===== src/rtl/alu_seq_pkg.sv =====
// -----------------------------------------------------------------------------
// alu_seq_pkg
// Shared types and constants for the sequential ALU (alu_seq).
//   alu_op_e    : 3-bit opcode encoding
//   alu_state_e : handshake FSM states (IDLE / BUSY / DONE)
//   FLAG_*      : bit positions inside the 4-bit {N,Z,C,V} flag vector
// -----------------------------------------------------------------------------
package alu_seq_pkg;

  typedef enum logic [2:0] {
    OP_ADD   = 3'b000,
    OP_SUB   = 3'b001,
    OP_AND   = 3'b010,
    OP_OR    = 3'b011,
    OP_XOR   = 3'b100,
    OP_NEG   = 3'b101,
    OP_SHIFT = 3'b110,
    OP_MUL   = 3'b111
  } alu_op_e;

  typedef enum logic [1:0] {
    ST_IDLE = 2'd0,
    ST_BUSY = 2'd1,
    ST_DONE = 2'd2
  } alu_state_e;

  localparam int FLAG_N = 3;
  localparam int FLAG_Z = 2;
  localparam int FLAG_C = 1;
  localparam int FLAG_V = 0;

endpackage


===== src/rtl/alu_seq_mul.sv =====
// -----------------------------------------------------------------------------
// alu_seq_mul
// Iterative unsigned shift-add multiplier, one multiplier bit per cycle.
// A start pulse loads the operands; the product is ready after exactly WIDTH
// clock cycles. 'done' is high during the final iteration cycle and 'product'
// then shows the completed value, so the parent can capture it on the same
// edge that retires the last iteration.
//   clk, reset : clock, synchronous active-high reset
//   start      : load a/b and begin (ignored while busy)
//   a, b       : WIDTH-bit unsigned operands
//   done       : high in the last iteration cycle
//   product    : 2*WIDTH-bit product (valid while done is high)
// -----------------------------------------------------------------------------
module alu_seq_mul #(
  parameter int WIDTH = 8
) (
  input  logic                 clk,
  input  logic                 reset,
  input  logic                 start,
  input  logic [WIDTH-1:0]     a,
  input  logic [WIDTH-1:0]     b,
  output logic                 done,
  output logic [2*WIDTH-1:0]   product
);

  localparam int CW = $clog2(WIDTH + 1);

  logic [2*WIDTH-1:0] r_acc;
  logic [2*WIDTH-1:0] r_mcand;
  logic [WIDTH-1:0]   r_mplier;
  logic [CW-1:0]      r_cnt;
  logic               r_busy;
  logic [2*WIDTH-1:0] w_acc_next;

  assign w_acc_next = r_acc + (r_mplier[0] ? r_mcand : '0);
  assign done       = r_busy && (r_cnt == CW'(1));
  // Look-ahead value: equals the finished product in the last iteration cycle.
  assign product    = w_acc_next;

  always_ff @(posedge clk) begin
    if (reset) begin
      r_acc    <= '0;
      r_mcand  <= '0;
      r_mplier <= '0;
      r_cnt    <= '0;
      r_busy   <= 1'b0;
    end else if (start && !r_busy) begin
      r_acc    <= '0;
      r_mcand  <= {{WIDTH{1'b0}}, a};
      r_mplier <= b;
      r_cnt    <= CW'(WIDTH);
      r_busy   <= 1'b1;
    end else if (r_busy) begin
      r_acc    <= w_acc_next;
      r_mcand  <= r_mcand << 1;
      r_mplier <= r_mplier >> 1;
      r_cnt    <= r_cnt - CW'(1);
      if (r_cnt == CW'(1)) begin
        r_busy <= 1'b0;
      end
    end
  end

endmodule


===== src/rtl/alu_seq.sv =====
// -----------------------------------------------------------------------------
// alu_seq
// Sequential ALU with valid/ready handshakes on both sides. Single-cycle ops
// (ADD, SUB, AND, OR, XOR, NEG, SHIFT) complete one cycle after accept; MUL
// runs on the iterative multiplier for WIDTH cycles. Results are held in DONE
// until the consumer takes them.
// Build option: define ALU_SEQ_MUL_EN to include the multiplier. Without it,
// opcode 111 completes in one cycle with result 0, result_hi 0, flags 0100.
// Ports:
//   clk, reset          : clock, synchronous active-high reset
//   in_valid / in_ready : request handshake (in_ready only in IDLE)
//   a, b                : operands (WIDTH bits)
//   alu_control         : opcode (see alu_seq_pkg::alu_op_e)
//   shamt, direction    : shift amount, 0 = left / 1 = logical right
//   out_valid/out_ready : result handshake
//   result, result_hi   : result (low half for MUL), MUL high half else 0
//   alu_flags           : {N,Z,C,V}
// -----------------------------------------------------------------------------
module alu_seq
  import alu_seq_pkg::*;
#(
  parameter int WIDTH = 8,
  localparam int SHW  = $clog2(WIDTH)
) (
  input  logic             clk,
  input  logic             reset,
  input  logic             in_valid,
  output logic             in_ready,
  input  logic [WIDTH-1:0] a,
  input  logic [WIDTH-1:0] b,
  input  logic [2:0]       alu_control,
  input  logic [SHW-1:0]   shamt,
  input  logic             direction,
  output logic             out_valid,
  input  logic             out_ready,
  output logic [WIDTH-1:0] result,
  output logic [WIDTH-1:0] result_hi,
  output logic [3:0]       alu_flags
);

  localparam logic [SHW:0] WIDTH_L = (SHW + 1)'(WIDTH);

  alu_state_e       r_state;
  alu_state_e       w_state_next;
  logic [WIDTH-1:0] r_result;
  logic [WIDTH-1:0] r_result_hi;
  logic [3:0]       r_flags;

  logic             w_accept;
  logic [WIDTH:0]   w_add;
  logic [WIDTH:0]   w_sub;
  logic [WIDTH-1:0] w_neg;
  logic [WIDTH:0]   w_shl;
  logic [WIDTH:0]   w_shr;
  logic             w_shamt_ovf;
  logic [WIDTH-1:0] w_alu_result;
  logic [3:0]       w_alu_flags;

  assign w_accept = in_valid && in_ready;

  // ---------------------------------------------------------------------------
  // Single-cycle datapath. One extra bit on the shifters catches the last bit
  // shifted out (bit WIDTH for left, bit 0 for right); it is 0 when shamt==0.
  // ---------------------------------------------------------------------------
  assign w_add       = {1'b0, a} + {1'b0, b};
  assign w_sub       = {1'b0, a} - {1'b0, b};
  assign w_neg       = '0 - a;
  assign w_shl       = {1'b0, a} << shamt;
  assign w_shr       = {a, 1'b0} >> shamt;
  assign w_shamt_ovf = ({1'b0, shamt} >= WIDTH_L);

  always_comb begin
    w_alu_result = '0;
    w_alu_flags  = '0;
    case (alu_op_e'(alu_control))
      OP_ADD: begin
        w_alu_result         = w_add[WIDTH-1:0];
        w_alu_flags[FLAG_C]  = w_add[WIDTH];
        w_alu_flags[FLAG_V]  = (a[WIDTH-1] == b[WIDTH-1]) &&
                               (w_add[WIDTH-1] != a[WIDTH-1]);
      end
      OP_SUB: begin
        w_alu_result         = w_sub[WIDTH-1:0];
        // Top bit of the extended difference is the borrow.
        w_alu_flags[FLAG_C]  = ~w_sub[WIDTH];
        w_alu_flags[FLAG_V]  = (a[WIDTH-1] != b[WIDTH-1]) &&
                               (w_sub[WIDTH-1] != a[WIDTH-1]);
      end
      OP_AND: w_alu_result = a & b;
      OP_OR:  w_alu_result = a | b;
      OP_XOR: w_alu_result = a ^ b;
      OP_NEG: begin
        w_alu_result         = w_neg;
        w_alu_flags[FLAG_C]  = (a == '0);
        w_alu_flags[FLAG_V]  = (a == {1'b1, {(WIDTH-1){1'b0}}});
      end
      OP_SHIFT: begin
        if (w_shamt_ovf) begin
          w_alu_result = '0;
        end else if (direction) begin
          w_alu_result        = w_shr[WIDTH:1];
          w_alu_flags[FLAG_C] = w_shr[0];
        end else begin
          w_alu_result        = w_shl[WIDTH-1:0];
          w_alu_flags[FLAG_C] = w_shl[WIDTH];
        end
      end
      default: w_alu_result = '0;  // MUL yields zero when no multiplier built
    endcase
    w_alu_flags[FLAG_N] = w_alu_result[WIDTH-1];
    w_alu_flags[FLAG_Z] = (w_alu_result == '0);
  end

`ifdef ALU_SEQ_MUL_EN
  logic               w_is_mul;
  logic               w_mul_done;
  logic [2*WIDTH-1:0] w_mul_product;

  assign w_is_mul = (alu_control == OP_MUL);

  alu_seq_mul #(
    .WIDTH (WIDTH)
  ) u_mul (
    .clk     (clk),
    .reset   (reset),
    .start   (w_accept && w_is_mul),
    .a       (a),
    .b       (b),
    .done    (w_mul_done),
    .product (w_mul_product)
  );
`endif

  // ---------------------------------------------------------------------------
  // FSM: state register / next-state / outputs
  // ---------------------------------------------------------------------------
  always_ff @(posedge clk) begin
    if (reset) begin
      r_state <= ST_IDLE;
    end else begin
      r_state <= w_state_next;
    end
  end

  always_comb begin
    w_state_next = r_state;
    case (r_state)
      ST_IDLE: begin
        if (in_valid) begin
`ifdef ALU_SEQ_MUL_EN
          w_state_next = w_is_mul ? ST_BUSY : ST_DONE;
`else
          w_state_next = ST_DONE;
`endif
        end
      end
      ST_BUSY: begin
`ifdef ALU_SEQ_MUL_EN
        if (w_mul_done) begin
          w_state_next = ST_DONE;
        end
`else
        w_state_next = ST_IDLE;
`endif
      end
      ST_DONE: begin
        if (out_ready) begin
          w_state_next = ST_IDLE;
        end
      end
      default: w_state_next = ST_IDLE;
    endcase
  end

  always_comb begin
    in_ready  = 1'b0;
    out_valid = 1'b0;
    case (r_state)
      ST_IDLE: in_ready  = 1'b1;
      ST_DONE: out_valid = 1'b1;
      default: ;
    endcase
  end

  // ---------------------------------------------------------------------------
  // Result registers: loaded only when an operation completes, so they hold
  // steady through DONE regardless of input activity.
  // ---------------------------------------------------------------------------
  always_ff @(posedge clk) begin
    if (reset) begin
      r_result    <= '0;
      r_result_hi <= '0;
      r_flags     <= '0;
`ifdef ALU_SEQ_MUL_EN
    end else if (w_accept && !w_is_mul) begin
      r_result    <= w_alu_result;
      r_result_hi <= '0;
      r_flags     <= w_alu_flags;
    end else if ((r_state == ST_BUSY) && w_mul_done) begin
      r_result            <= w_mul_product[WIDTH-1:0];
      r_result_hi         <= w_mul_product[2*WIDTH-1:WIDTH];
      r_flags             <= '0;
      r_flags[FLAG_N]     <= w_mul_product[2*WIDTH-1];
      r_flags[FLAG_Z]     <= (w_mul_product == '0);
`else
    end else if (w_accept) begin
      r_result    <= w_alu_result;
      r_result_hi <= '0;
      r_flags     <= w_alu_flags;
`endif
    end
  end

  assign result    = r_result;
  assign result_hi = r_result_hi;
  assign alu_flags = r_flags;

endmodule


===== config.mk =====
export PLATFORM = sky130hd
export DESIGN_NAME = alu_seq
export DESIGN_NICKNAME = d
export VERILOG_FILES = /design/src/rtl/alu_seq_pkg.sv /design/src/rtl/alu_seq_mul.sv /design/src/rtl/alu_seq.sv
export SDC_FILE = /design/constraint.sdc
export NUM_CORES = 1
export LEC_CHECK = 0
export ABC_AREA = 1
export CORE_MARGIN = 5
export CORE_UTILIZATION = 45
export DETAILED_ROUTE_END_ITERATION = 8
export GPL_TIMING_DRIVEN = 0
export PLACE_DENSITY_LB_ADDON = 0.08
export SETUP_SLACK_MARGIN = 0.1
export SYNTH_ARGS = -nofsm -noshare
export SYNTH_HDL_FRONTEND = slang
export SYNTH_SLANG_ARGS = --single-unit

===== constraint.sdc =====
create_clock -name clk -period 2.9 [get_ports clk]
set_clock_uncertainty 0.2 [all_clocks]
set_input_delay 0.58 -clock clk [delete_from_list [all_inputs] [get_ports clk]]
set_output_delay 0.58 -clock clk [all_outputs]
set_load 0.02 [all_outputs]

# --- After elaboration in Yosys (flattened, before gate mapping) ---
# Index checks and enable logic that the tools add are counted.
word_totals:
  ff_bits: 14
  in_bits: 27
  output_inout_bits: 22
  elab_cells: 44
classes:
  addsub: 3
  eq_ne: 14
  n_shift: 2
  mux: 10
  n_bitwise: 4
  reduce_logical: 8
ops:
  columns: ["op", "count"]
  rows:
  - ["$pmux W8 S7", 1]
  - ["$logic_not A8 Y1", 2]
  - ["$add A8 B8 Y9", 1]
  - ["$eq A3 B3 Y1 const B", 3]
  - ["$shl A8 B3 Y9", 1]
  - ["$shr A9 B3 Y9", 1]
  - ["$sub A8 B8 Y9", 1]
  - ["$and A8 B8 Y8", 1]
  - ["$eq A8 B8 Y1 const B", 1]
  - ["$mux W8", 1]
  - ["$or A8 B8 Y8", 1]
  - ["$sub A1 B8 Y8 const A", 1]
  - ["$xor A8 B8 Y8", 1]
  - ["$eq A3 B2 Y1 const B", 2]
  - ["$mux W2", 2]
  - ["$ne A2 B2 Y1 const B", 2]
  - ["$pmux W1 S4", 1]
  - ["$pmux W2 S2", 1]
  - ["$eq A3 B1 Y1 const B", 1]
  - ["$logic_and A1 B1 Y1", 3]
  - ["$logic_not A3 Y1", 1]
  - ["$mux W1", 3]
  - ["$ne A1 B1 Y1", 3]
  - ["$pmux W1 S3", 1]
  - ["5 further kinds", 5]

# --- Depth between registers and ports, before layout ---
logic_depth:
  word_depth: 4
  mapped_depth: 16

# --- Worst setup path after synthesis ---
# OpenSTA, ideal clock, no wires.
synth_path:
  path_type: "input-to-reg"
  startpoint: "input port a[0]"
  endpoint: "register r_flags[2], in the netlist alu_flags[2]"
  setup_time_ns: 0.066
  t_arrival_ns: 2.144
  slack_ns: 0.490
  path_stages: 15
  path_buffers: 0
  path_cell_list: "inv_1 ha_1 inv_1 fa_1 inv_1 nand2_1 nand2_1 nor2_1 nor2_1 nand3b_1 a21oi_1 nand3_1 nor2_1 nand3_1 a21oi_2"
synth_via:
  elab_chain_len: 4
  elab_cells_between_ends: 11
  cone_classes: "add/sub (3); shift (2); mux (2); bitwise (3); reduce/logical (1)"
synth_lines:
  columns: ["item", "line_no", "source"]
  rows:
  - ["start, declared", "alu_seq.sv:29", "input logic [WIDTH-1:0] a,"]
  - ["branches (longest 2 deep; another with $sub A1 B8 Y8)", null, null]
  - ["$pmux W8 S7 *", "alu_seq.sv:75", "case (alu_op_e'(alu_control))"]
  - ["$logic_not A8 Y1 *", "alu_seq.sv:111", "w_alu_flags[FLAG_Z] = (w_alu_result == '0);"]
  - ["end signal, assigned", "alu_seq.sv:209", "r_flags <= w_alu_flags;"]
  - ["end, declared", "alu_seq.sv:47", "logic [3:0] r_flags;"]
# Every way passes the cells marked *.
# A chain may end at the register's enable or synchronous reset.

# --- Final worst setup path ---
layout_path:
  startpoint: "input port b[4]"
  endpoint: "register r_flags[2], in the netlist alu_flags[2]"
layout_via:
  elab_chain_len: 3
  elab_cells_between_ends: 7
  cone_classes: "add/sub (2); mux (1); bitwise (3); reduce/logical (1)"
layout_lines:
  columns: ["item", "line_no", "source"]
  rows:
  - ["start, declared", "alu_seq.sv:30", "input logic [WIDTH-1:0] b,"]
  - ["$sub A8 B8 Y9 (tied with other cells)", "alu_seq.sv:66", "assign w_sub = {1'b0, a} - {1'b0, b};"]
  - ["$pmux W8 S7 *", "alu_seq.sv:75", null]
  - ["$logic_not A8 Y1 *", "alu_seq.sv:111", null]
# Every way passes the cells marked *; elsewhere a longest branch is shown, timed or not.

==> run_results.csv <==
group,metric,value,unit
global_routing,first_global_vias,2817,
timing,layout_setup_ws,0.220,ns
place,dp_slack,-0.443,ns
outcome,outcome,"complete, no violations",
detailed_routing,vias_per_cell,5.24,
die,fp.dieW,86.1,microns
clock_network,holdBufCountCts,0,
die,fp.coreArea,5570,sq um
critical_path,endpoint,"alu_flags[2]$_SDFFE_PP0P_",
clock_network,cts_buffers,3,
pwr,powerDensity,259,nW/um^2
place,numPortBuffers,36,
hold_path,hold_class,"reg -> reg",
critical_path,cp.arrival,2.65,ns
critical_path,cp_max_fo,10,
detailed_routing,wirelength,7770,microns
cells_and_area,antenna_cells,0,
clock_network,clock_latency,0.24,ns
clock_network,max-clock-path-buffers,2,
yosys,yosys.area.top_type,"nand2_1",
yosys,ys.flop_type,"dfxtp_1",
critical_path,path_class,"in -> reg",
cells_and_area,fillers,601,
timing,period_share,92.4,%
die,die-area,7400,sq um
timing,setup_violations,0,
critical_path,reg2reg_depth,6,
timing,hold_viol,0,
cells_and_area,fin_nets,581,
detailed_routing,vias,3126,
yosys,synth_top_area_share,18.8,%
detailed_routing,drtAntennaViolNets,0,
yosys,synth_common_cells,"130 x nand2_1, 96 x nand3_1, 57 x inv_1",
clock_network,cts.reportedPaths.clkPinSlew,0.05,ns
yosys,ys_types,33,
hold_path,hold_depth,2,
yosys,ys_ff_latch,12,
critical_path,r2r-end,"result[2]$_SDFFE_PP0P_",
critical_path,crit_path_start,"b[4]",
critical_path,reg2reg_slack,1.23,ns
cells_and_area,drive_above_1_share,14.1,%
die,io-pin-count,49,
global_routing,grt_use_total,21.0,%
timing,worst_slew_pin_slew,0.659,ns
yosys,syn_area,2600,sq um
critical_path,end_kind,"register",
cells_and_area,area_growth,21.9,%
timing,fmax,373,MHz
yosys,synthTopCellsByArea,"nand2_1 19%, nand3_1 18%, ha_1 12%, dfxtp_1 9.2%, inv_1 8.2%",
critical_path,cp_data_required_time,2.87,ns
timing,setup_tns,0,ns
place,gp_congestion,0.919,
global_routing,antenna_found_initial,0,
critical_path,r2r-start,"r_state[1]$_SDFFE_PP0P_",
yosys,syn_inst,476,
detailed_routing,avgRoutedWirePerCell,13.0,microns
detailed_routing,route.detailed.drc,0,
timing,rsz0062_at_grt,"yes",
detailed_routing,drt_iter0_drc,359,
global_routing,grt_pass1_wl,12900,microns
timing,relSlewSlack,55.9,%
yosys,yosysSeqAreaShare,9.23,%
pwr,p_leak,1.71,nW
place,dp.final_hpwl,6390,microns
die,start_util,46.7,%
clock_network,h-tree-depth,1,
run,maxCapViolations,0,
yosys,yosysMostFrequentCell,"nand2_1",
die,core.rowCount,27,
timing,fin_crit,2.68,ns
yosys,synth_edf_count,0,
yosys,syn_area_per_cell,5.47,sq um
global_routing,grt_max_degree,11,
timing,slew_viol_final,0,
detailed_routing,dr.pass1.iters,5,
critical_path,cp-start-kind,"input pin",
die,die_height,86.1,microns
clock_network,tritoncts,"yes",
yosys,synthArstFlopShare,0,%
pwr,peakVddDrop,0.196,mV
clock_network,cts-root-buf,"clkbuf_8",
global_routing,grt.overflow.total,0,
clock_network,cts.sinks,12,
yosys,ys_warn_count,0,
## flip-flops by register name (all words and copies together), names as in the netlist
register / cells
alu_flags: 3
result: 8
r_state: 1
## kinds of logic after synthesis
| group | synth area share, % |
|---|---|
| buffers and inverters | 16.7 |
| AOI/OAI and AO/OA | 7.31 |
| other | 0.144 |
| and+or+nand+nor | 53.1 |
| adders and majority gates | 13.6 |
| DFF | 9.23 |
## worst min path at each step
| stage | slack, ns | to | startpoint |
|---|---|---|---|
| finish | 0.26 | alu_flags[0]$_SDFFE_PP0P_ | alu_flags[0]$_SDFFE_PP0P_ |
| detailed placement | 0.26 | alu_flags[0]$_SDFFE_PP0P_ | alu_flags[0]$_SDFFE_PP0P_ |
| global placement | 0.26 | alu_flags[0]$_SDFFE_PP0P_ | alu_flags[0]$_SDFFE_PP0P_ |
| floorplan | 0.34 | alu_flags[0]$_SDFFE_PP0P_ | alu_flags[0]$_SDFFE_PP0P_ |
| CTS | 0.27 | alu_flags[0]$_SDFFE_PP0P_ | alu_flags[0]$_SDFFE_PP0P_ |
| global route | 0.28 | alu_flags[2]$_SDFFE_PP0P_ | alu_flags[2]$_SDFFE_PP0P_ |
## worst max-delay path, stage by stage
cell,delay (ns)
clkdlybuf4s50_1,0.48
inv_1,0.06
ha_1,0.27
buf_4,0.15
inv_1,0.06
nand2_1,0.06
nand2_1,0.08
a21oi_1,0.25
nand3_1,0.11
nand3_1,0.11
nand4_1,0.13
nor2_1,0.12
nand3_1,0.09
a21oi_2,0.11
## layout by cell type (no fill, tap or decap), types with 4 or more instances in the layout
master / n
a21oi_1: 14
a21oi_2: 5
buf_4: 19
clkdlybuf4s50_1: 28
conb_1: 8
dfxtp_1: 12
ha_1: 23
inv_1: 56
inv_2: 11
nand2_1: 128
nand2_2: 10
nand3_1: 95
nand4_1: 13
nor2_1: 46
nor2_2: 6
o211ai_1: 5
o21ai_1: 4
## cell type report
| class | instances | area [sq um] | area share (%) |
|---|---|---|---|
| Multi-Input combinational cell | 377 | 1990 | 62.7 |
| Timing Repair Buffer | 39 | 369 | 11.6 |
| Inverter | 71 | 269 | 8.48 |
| Sequential cell | 12 | 240 | 7.57 |
| Buffer | 23 | 175 | 5.52 |
| Tap cell | 72 | 90.1 | 2.84 |
| Clock buffer | 3 | 41.3 | 1.30 |
## report_power, final
part           internal, mW  switching [mW]
Clock                0.0912          0.0579
Sequential            0.178         0.00667
Combinational         0.188           0.300
Total                 0.457           0.365
## layer usage
layer / GRT usage (%) / up-vias / wire [microns]
met2: 35.5 / 121 / 3670
met4: 7.48 / 0 / 145
met3: 1.83 / 15 / 541
li1: - / 1611 / -
met5: 0 / - / 0
met1: 27.5 / 1379 / 3420
## through the flow
stage               cells  utilization [%]  hold WS, ns  power, mW  cell area (sq um)
detailed placement    591             55.2        0.258      0.657               3080
floorplan             483                -        0.338      0.508               2630
finish                597             56.9        0.265      0.822               3170
global route          597             56.9        0.283      0.884               3170
CTS                   595             56.1        0.266      0.805               3130
global placement      591             55.2        0.262      0.654               3080
## timing repair
action                                 in CTS  in global routing
setup buffers                               1                  2
setup endpoints to repair                   9                  6
pin swaps                                   0                  2
gates resized for setup                    13                 22
gates cloned                                0                  0
endpoints found under the hold margin       0                  0
Power figures use the tool's default switching activity.
==> RTL change 1 (same settings) <==
Set the parameter `WIDTH` to 16 (it was 8).
--- a/src/rtl/alu_seq.sv
+++ b/src/rtl/alu_seq.sv
@@ -21,3 +21,3 @@
 #(
-  parameter int WIDTH = 8,
+  parameter int WIDTH = 16,
   localparam int SHW  = $clog2(WIDTH)
Ports: changed (5 resized); port bits go from 49 to 82. The function was not compared with the original's and may differ.
==> RTL change 1 against the unedited design <==
  * Sequential share of layout area down 2.4 points
  * First-iteration DRC count up 97%
  * Register-to-register slack worse by 0.02 ns
  * Final area up 140%
  * Clock power up 110%
  * Core utilization up 6.6 points
  * Sequential cell count up 8
  * Global-route usage up 8.3 points
  * Cell count up 130%
  * Wire length rose to 2.9 times the old value
  * Count of clock-buffer cells in the layout up 1
  * Area after synthesis up 120%
  * Power up 150%
  * Setup slack worse by 0.050 ns
  * Largest cell class unchanged
  * Largest power group unchanged
  * Highest routed layer unchanged
==> RTL change 1: results <==
set metrics [dict create \
    dpl-instance-area_mm2 0.00655 \
    grt_pass1_vias 6801 \
    synth-seq-area-share 0.0710 \
    critPathMaxFanout 8 \
    status "finished clean" \
    synth_xor_area_frac 0.00311 \
    dp.cells 1309 \
    cts_num_sinks 20 \
    place_ws_ns -0.951 \
    yosys-top-cells-count "nand2_1 (318), nand3_1 (190), inv_1 (117)" \
    arrival_ns 2.71 \
    nonClockBufferCount 163 \
    drt-initial-drc-count 709 \
    io_buffers 64 \
    dp_hpwl_um 17400 \
    synthTopCellsByArea "nand2_1 (21%), nand3_1 (17%), ha_1 (11%)" \
    h-tree-depth 1 \
    vdd_drop_max_mv 0.217 \
    met2_length_um 10800 \
    yosysUniqueCellTypes 45 \
    powerDensity_mw_per_mm2 263 \
    clk_share 0.0115 \
    routabilityCongestion 0.993 \
    cts-root-buf "clkbuf_16" \
    multi_input_area_share 0.657 \
    slew-limit-headroom 0.630 \
    drtPass1Iterations 6 \
    p_leak_nw 3.95 \
    cts_resized 215 \
    clkbuf_count 4 \
    grt_max_degree 12 \
    stdcell_count 1355 \
    seq_area_frac 0.0518 \
    synthAdderAreaFrac 0.118 \
    bufAreaShareNonClock 0.179 \
    grtUsageTotal 0.292 \
    num_vias 7469 \
    wl_met1_um 9310 \
    drive_above_1_share 0.277 \
    antenna_found_initial 0 \
    totalWireLength_um 22700 \
    largest_reg_flops 16 \
    max-cap-violations 0 \
    comb.multi_input.count 860 \
    synthCells 1062 \
    n_all_inverters 140 \
    syn_area_mm2 0.00564 \
    nFillCells 1227 \
    grt_pass1_wl_um 35000 \
    post_cts_buffers 20 \
    wl_met3_um 1920 \
]
## RTL change 1: cell types whose count changed in the layout (fill, tap and decap cells not counted), sizes merged, moves of 7 or more
cell    delta
conb       +8
inv       +66
nor2      +59
a21oi     +25
clkbuf    +14
nand2    +197
buf       +74
ha        +25
nand3     +97
o22ai      +7
o21ai     +26
dfxtp      +8
## RTL change 1: worst max-delay path, cell delays in order
cell	delay, ns
clkdlybuf4s15_2	0.37
inv_1	0.13
ha_4	0.26
buf_6	0.13
nand2_2	0.07
nor2_2	0.05
buf_4	0.13
a21oi_2	0.17
nand3_1	0.11
nand3_2	0.09
nand4_1	0.13
nor2_1	0.11
nand2_1	0.05
nor2_1	0.10
nand2_1	0.09
a21oi_2	0.13
## RTL change 1: final timing paths
check | start | end | slack [ns] | cells past startpoint
min | alu_flags[1]$_SDFFE_PP0P_ | alu_flags[1]$_SDFFE_PP0P_ | 0.27 | 2
min reg2reg | alu_flags[1]$_SDFFE_PP0P_ | alu_flags[1]$_SDFFE_PP0P_ | 0.27 | 2
max reg2reg | r_state[1]$_SDFFE_PP0P_ | result[6]$_SDFFE_PP0P_ | 1.21 | 6
max | a[13] | alu_flags[2]$_SDFFE_PP0P_ | 0.17 | 16
## RTL change 1: report_power, final
part	internal, W	leakage [nW]	switching (W)	total [W]
clock network	0.000210	0.0442	0.0000994	0.000309
registers	0.000298	0.165	0.0000116	0.000309
logic	0.000542	3.74	0.000871	0.00141
total	0.00105	3.95	0.000982	0.00203
## RTL change 1: kinds of logic after synthesis
family          count (synthesis)
flops                          20
other cells                     1
compound gates                109
simple gates                  681
buf+inv                       197
xor+xnor                        2
fa+ha+maj                      52
## RTL change 1: routing by layer
metal	vias to the layer above	track usage
met5	-	0
met4	0	0.0854
met3	45	0.0232
met2	353	0.504
met1	3413	0.389
li1	3658	-
==> RTL change 2 (config.mk and constraints unchanged) <==
Made on the original files. Put one more register stage on the output `alu_flags`, with the module's reset. The value now appears one clock later. The other outputs are not delayed to match.
--- a/src/rtl/alu_seq.sv
+++ b/src/rtl/alu_seq.sv
@@ -215,3 +215,9 @@
   assign result_hi = r_result_hi;
-  assign alu_flags = r_flags;
+  always_ff @(posedge clk) begin
+    if (reset) begin
+      alu_flags <= '0;
+    end else begin
+      alu_flags <= r_flags;
+    end
+  end
 
Function: changed (Yosys sat finds a counterexample within 4 cycles, from zero or initial values and one cycle with reset high).
==> RTL change 2 against the unedited design <==
  * Area after synthesis is 2.9% higher
  * Setup slack better by 0.034 ns
  * Final area is 2.9% higher
  * First-iteration DRC count is 27% lower
  * Largest power group unchanged
  * Wire length is 7.7% higher
  * Sequential cell count is 4 higher
  * Largest cell class unchanged
  * Power is 8.6% higher
==> RTL change 2: results <==
set metrics [dict create \
    clock_power_w 0.000160 \
    n_all_inverters 66 \
    nonClockBufferCount 59 \
    clk_share 0.0126 \
    status "finished clean" \
    drive_above_1_share 0.118 \
    grt_pass1_vias 2809 \
    r2r_setup_slack_ns 1.27 \
    synth_ff_type "dfxtp_1" \
    p_int_w 0.000511 \
    multi_input_area_share 0.620 \
    p_leak_nw 1.72 \
    nFlopsAndLatches 16 \
    io_buffers 35 \
    cp-endpoint "r_flags[2]$_SDFFE_PP0P_" \
    routed_via_density 5.32 \
    synth_xor_area_frac 0.00654 \
    vdd_drop_max_mv 0.267 \
    comb.multi_input.count 382 \
    drtPass1Iterations 6 \
    nNetsFinal 582 \
    wl_per_cell_um 13.9 \
    crit_family "simple AND/OR/NAND/NOR gates" \
    routabilityCongestion 0.922 \
    grt_pass1_wl_um 13300 \
    bufAreaShareNonClock 0.162 \
    min-delay-start "r_flags[2]$_SDFFE_PP0P_" \
    nFillCells 604 \
    clock_latency_ns 0.24 \
    synthTopCellsByArea "nand2_1 (19%), nand3_1 (18%), dfxtp_1 (12%)" \
    yosys-top-cells-count "nand2_1 (138), nand3_1 (94), inv_1 (60)" \
    synth-seq-area-share 0.120 \
    synthAdderAreaFrac 0.132 \
    yosysUniqueCellTypes 35 \
    critPathMaxFanout 8 \
    worstMarginPinSlew_ns 0.645 \
    synth_compound_gate_area_share 0.0636 \
    drt-initial-drc-count 263 \
    grtUsageTotal 0.217 \
    cp-startpoint "b[3]" \
    fp-row-count 28 \
    worstHoldEndpoint "alu_flags[2]$_SDFF_PP0_" \
    seq_area_frac 0.0981 \
    arrival_ns 2.64 \
    timing.hold.ws_ns 0.219 \
    pg_comb_w 0.000492 \
]
RTL change 2: repair_timing:
| action | 4_1_cts | 5_1_grt |
|---|---|---|
| gates resized for setup | 13 | 20 |
| endpoints found under the setup margin | 6 | 5 |
| buffers inserted | 1 | 1 |
| pin swaps | 0 | 5 |
RTL change 2: metrics by stage:
stage | instance area (um2) | std cells | worst slack [ns] | util | total power, W
final | 3270 | 601 | 0.255 | 0.558 | 0.000892
after detailed placement | 3150 | 596 | -0.411 | 0.538 | 0.000712
after global routing | 3270 | 601 | 0.0983 | 0.558 | 0.000957
after floorplan | 2700 | 486 | 0.551 | - | 0.000562
after global placement | 3150 | 596 | -0.398 | 0.538 | 0.000709
after CTS | 3210 | 600 | 0.106 | 0.548 | 0.000876
RTL change 2: metal layers:
layer,global-route usage,up-vias,part of all wire
met4,0.0502,0,0.010
met5,0,-,0
li1,-,1630,-
met1,0.302,1431,0.45
met2,0.367,126,0.48
met3,0.0123,10,0.062
